===== config.mk =====
export PLATFORM = sky130hd
export DESIGN_NAME = ui565_888_unpack_ctrl
export DESIGN_NICKNAME = d
export VERILOG_FILES = /design/src/rtl/ui565_888_unpack_ctrl.sv
export SDC_FILE = /design/constraint.sdc
export NUM_CORES = 1
export LEC_CHECK = 0
export BUFFER_PORTS_ARGS = -buffer_cell sky130_fd_sc_hd__buf_2
export CAP_MARGIN = 20
export CORE_ASPECT_RATIO = 1.1
export CORE_MARGIN = 4
export CORE_UTILIZATION = 50
export DETAILED_ROUTE_END_ITERATION = 6
export PLACE_DENSITY = 0.77
export SYNTH_ARGS = -nofsm -noshare
export SYNTH_HDL_FRONTEND = slang
export SYNTH_SLANG_ARGS = --single-unit

===== constraint.sdc =====
create_clock -name clk -period 1.5 [get_ports clk]
set_input_delay 0.15 -clock clk [delete_from_list [all_inputs] [get_ports clk]]
set_output_delay 0.15 -clock clk [all_outputs]
set_load 0.005 [all_outputs]

===== src/rtl/ui565_888_unpack_ctrl.sv =====
// RGB565 pair unpacker: splits each 32-bit word into two pixels and expands them to RGB888 with frame/line markers.
// States: IDLE wait frame_start | EMPTY need a word | PIX0/PIX1 emit first/second half | DONE frame_done pulse.
module ui565_888_unpack_ctrl #(
  parameter int H_ACTIVE   = 1024,
  parameter int V_ACTIVE   = 768,
  parameter int WORD_ORDER = 0
) (
  input  logic        clk,
  input  logic        rst,
  input  logic        frame_start,
  input  logic        cfg_complement,
  input  logic [31:0] in_data,
  input  logic        in_valid,
  output logic        in_ready,
  output logic [23:0] out_data,
  output logic        out_valid,
  input  logic        out_ready,
  output logic        out_sof,
  output logic        out_eol,
  output logic        out_eof,
  output logic        busy,
  output logic        frame_done
);

  localparam int XW = (H_ACTIVE > 1) ? $clog2(H_ACTIVE) : 1;
  localparam int YW = (V_ACTIVE > 1) ? $clog2(V_ACTIVE) : 1;
  localparam logic [XW-1:0] X_LAST = XW'(H_ACTIVE - 1);
  localparam logic [YW-1:0] Y_LAST = YW'(V_ACTIVE - 1);
  localparam bit SWAP = (WORD_ORDER != 0);

  typedef enum logic [2:0] {S_IDLE, S_EMPTY, S_PIX0, S_PIX1, S_DONE} state_t;

  state_t          state_q, state_d;
  logic [31:0]     word_q, word_d;
  logic            mode_q, mode_d;
  logic [XW-1:0]   x_q, x_d;
  logic [YW-1:0]   y_q, y_d;
  logic            second;
  logic            last_x, last_pix;
  logic [15:0]     pix;

  function automatic logic [23:0] expand(input logic [15:0] p, input logic m);
    logic [4:0] r5, b5;
    logic [5:0] g6;
    r5 = p[15:11];
    g6 = p[10:5];
    b5 = p[4:0];
    if (m) expand = {r5, r5[4:2], g6, g6[5:4], b5, b5[4:2]};
    else   expand = {r5, 3'b000, g6, 2'b00, b5, 3'b000};
  endfunction

  assign last_x   = (x_q == X_LAST);
  assign last_pix = last_x && (y_q == Y_LAST);

  always_comb begin
    state_d    = state_q;
    word_d     = word_q;
    mode_d     = mode_q;
    x_d        = x_q;
    y_d        = y_q;
    in_ready   = 1'b0;
    out_valid  = 1'b0;
    busy       = 1'b1;
    frame_done = 1'b0;
    second     = 1'b0;
    case (state_q)
      S_IDLE: begin
        busy = 1'b0;
        if (frame_start) begin
          mode_d  = cfg_complement;
          x_d     = '0;
          y_d     = '0;
          state_d = S_EMPTY;
        end
      end
      S_EMPTY: begin
        in_ready = 1'b1;
        if (in_valid) begin
          word_d  = in_data;
          state_d = S_PIX0;
        end
      end
      S_PIX0: begin
        out_valid = 1'b1;
        if (out_ready) state_d = S_PIX1;
      end
      S_PIX1: begin
        out_valid = 1'b1;
        second    = 1'b1;
        // The final word has already been used: refuse the next frame's data.
        in_ready  = out_ready && !last_pix;
        if (out_ready) begin
          if (last_pix) begin
            state_d = S_DONE;
          end else if (in_valid) begin
            word_d  = in_data;
            state_d = S_PIX0;
          end else begin
            state_d = S_EMPTY;
          end
        end
      end
      S_DONE: begin
        frame_done = 1'b1;
        state_d    = S_IDLE;
      end
      default: begin
        busy    = 1'b0;
        state_d = S_IDLE;
      end
    endcase

    if (out_valid && out_ready) begin
      if (last_x) begin
        x_d = '0;
        y_d = (y_q == Y_LAST) ? '0 : y_q + YW'(1);
      end else begin
        x_d = x_q + XW'(1);
      end
    end
  end

  assign pix      = (second ^ SWAP) ? word_q[31:16] : word_q[15:0];
  assign out_data = expand(pix, mode_q);
  assign out_sof  = out_valid && (x_q == '0) && (y_q == '0);
  assign out_eol  = out_valid && last_x;
  assign out_eof  = out_valid && last_pix;

  always_ff @(posedge clk) begin
    if (rst) begin
      state_q <= S_IDLE;
      word_q  <= '0;
      mode_q  <= 1'b0;
      x_q     <= '0;
      y_q     <= '0;
    end else begin
      state_q <= state_d;
      word_q  <= word_d;
      mode_q  <= mode_d;
      x_q     <= x_d;
      y_q     <= y_d;
    end
  end

endmodule


==> impl_results.md <==
* Mapped Area at roughly 3300 sq um
* Final setup fails at 82
* R2R cell count at 6
* # H-tree levels at 2
* Worst skew pair latency at about 320 ps
* Die span in x at around 85 um
* Initial antenna violation count at 0
* Critical path arrival at about 2100 ps
* Global Route met2 Usage at 0.4858
* Number of flops mapped to enable cells by yosys at 0
* Yosys Warn Count at 0
* Max Cap Violations at 0
* CP Data Required Time at 1730 ps
* DP Wirelength at 6098 um
* Vias per inst at just over 6
* Max_slew headroom at 0.7252
* Drt wl/cell at between 20 and 25 um
* Area contributors post-synth: dfxtp_1, nand2b_1, mux2i_1
* CTS tree: done
* Final TNS setup at -18690 ps
* Worst-margin pin slew at about 400 ps
* Number of global-route vias before repair at approximately 3400
* Number of iterations in the first detailed-routing pass at 5
* Avg Cell Area, Syn at between 9 and 10 sq um
* IO Pins at ~70
* Crit path to: word_q[26]
* Met3 Use GR at 0.04715
* Largest net degree at the start of global routing at a little under 60
* Clk_skew at about 14 ps
* Critical Path End Type: register
* Area grow syn2layout at 63.14%
* Grt ovf at 0
* Die area at approximately 8000 sq um
* GRT busiest layer: met2
* DP Area at 4165 sq um
* Total track usage at 0.2702
* Final Hold Fails at 0
* Crit start category: register
* CTS sink cnt at 56
* Cts bufs inserted at 5
* CTS root buffer: clkbuf_8
* Initial Util at 0.5226
* CTS clk-pin slew, worst paths at approximately 120 ps
* Final period utilization at 1.263
* Pleak at 2.245 nW
* R2r endpoint: word_q[26]
* Clock Path Buffers at 2
* Vias at 3593
* Register area share after synthesis at 0.3422
* Setup crit start: state_q[1]
* Asr flop ratio synth at 0
* Cell Pwr Density at 640.1 nW/um^2
* Peak supply drop at between 500 and 600 uV
* Reg2reg setup slack at -390 ps
* DRC Markers at 0
* Fraction of layout cells with a size suffix above 1 at 0.5652
* Yosys top cell area share at 0.3422
* CTS Hold Bufs at 0
* Mapped Cells at roughly 350
* Worst setup margin at -394.5 ps
* Number of port buffers at a little under 70
* First-pass GRT wire length at ~17000 um
* GR met1 Demand/Resource at 0.3153
* Routability cong. at about 0.97
* CP max FO at 8
* Ys flop type: dfxtp_1
* Finished layout cell area at approximately 5300 sq um
* Yosys cell types at 58
* Worst hold-check path type: in -> reg
* RSZ-0062 raised after global routing: yes
* Final net count at around 550
* Top post-synthesis cells by count: nand2b_1, dfxtp_1, mux2i_1
* Final Critical Period at 1894 ps
* # rows at 30
* Post-route antenna net violation count at 0
* Initial DRC count at about 290
* Worst R2R Start: state_q[1]
* DRT Wirelength at 13160 um
* Status: complete, but fails checks
* Dominant cell type by area after synthesis: dfxtp_1
* Critical path class: reg -> reg
* Top-count cell post-synth: nand2b_1
* Die height at 92.89 um
* Pins Over Slew Limit at 0
* Flops & latches, synth at 56
* Core area at 6269 sq um
* Post-Syn Nets at 394
* Peak Freq at 0.5279 GHz
* Failing checks: setup timing
* Antenna cell count at 0
-- per-stage QoR --
step	setup slack (ps)	util	hold WS [ps]	cells	power (mW)
after floorplan	-44.09	-	286.0	352	2.005
after global placement	-77.71	0.6645	412.4	541	2.213
after detailed placement	-122.8	0.6645	419.6	541	2.231
after CTS	-350.3	0.7653	70.66	569	3.273
after global routing	-422.2	0.8525	89.95	586	3.522
final	-394.5	0.8525	76.67	586	3.421
-- metal layers --
layer	vias up	share of wire
met5	-	0
met4	0	0.052
met1	1723	0.37
li1	1570	-
met2	237	0.52
met3	63	0.066
-- critical path, stage by stage (launching register included) --
cell	delay, ps
dfxtp_4	380
or2b_2	180
or3b_4	390
a31oi_4	270
buf_12	170
buf_12	140
mux2i_1	260
-- state kept, by name, summed over array words and instances (netlist names) --
name / count
word_q: 32
x_q: 10
y_q: 10
state_q: 3
mode_q: 1
-- kinds of logic (layout without fill, tap and decap cells) --
group                      count (synthesis)  count (layout)  synth area share
adders and majority gates                  4               4           0.01528
AOI/OAI and AO/OA                         42              42           0.09664
and+or+nand+nor                          168             170            0.3270
DFF                                       56              56            0.3422
xor gates and xnor gates                   3               3          0.008023
buffers and inverters                     27             179           0.04469
muxes                                     52              52            0.1662
-- worst min-delay path by stage --
stage	startpoint	to	slack [ps]	cells after the start
6_report	in_data[16]	word_q[16]	80	3
5_1_grt	in_data[15]	word_q[15]	90	3
4_1_cts	in_data[27]	word_q[27]	70	3
3_5_place_dp	in_data[0]	word_q[0]	420	3
3_3_place_gp	in_data[27]	word_q[27]	410	3
2_1_floorplan	cfg_complement	mode_q	290	2
-- cells in the final DEF, fill, tap and decap left out, types with 6 or more instances in the layout --
master	count
and2_1	7
and2_4	6
nand3_1	15
nor2_1	7
nand2b_1	64
mux2i_1	30
dfxtp_2	14
mux2_4	12
nor4_4	6
buf_2	52
buf_4	53
buf_6	50
mux2_2	7
nand2_1	10
inv_1	6
a21oi_1	6
dfxtp_1	37
-- power by group --
| group | leakage (nW) | total [mW] | internal, mW | switching, mW |
|---|---|---|---|---|
| Sequential | 0.465 | 1.60 | 1.55 | 0.0567 |
| Clock | 0.0463 | 0.910 | 0.345 | 0.565 |
| Combinational | 1.73 | 0.906 | 0.484 | 0.423 |
| Total | 2.25 | 3.42 | 2.38 | 1.04 |
-- cell type report --
class,count,area (sq um)
Timing Repair Buffer,163,1391
Multi-Input combinational cell,271,2559
Inverter,8,40.04
Fill cell,280,924.6
Clock buffer,5,68.82
Tap cell,80,100.1
Clock inverter,3,27.53
Sequential cell,56,1157
-- timing repair --
item,4_1_cts,5_1_grt
cloned,5,0
setup buffers,15,20
gates resized for setup,70,97
pin swaps,20,29
setup endpoints to repair,74,83
Note: power is estimated with default switching activity, not from simulation.
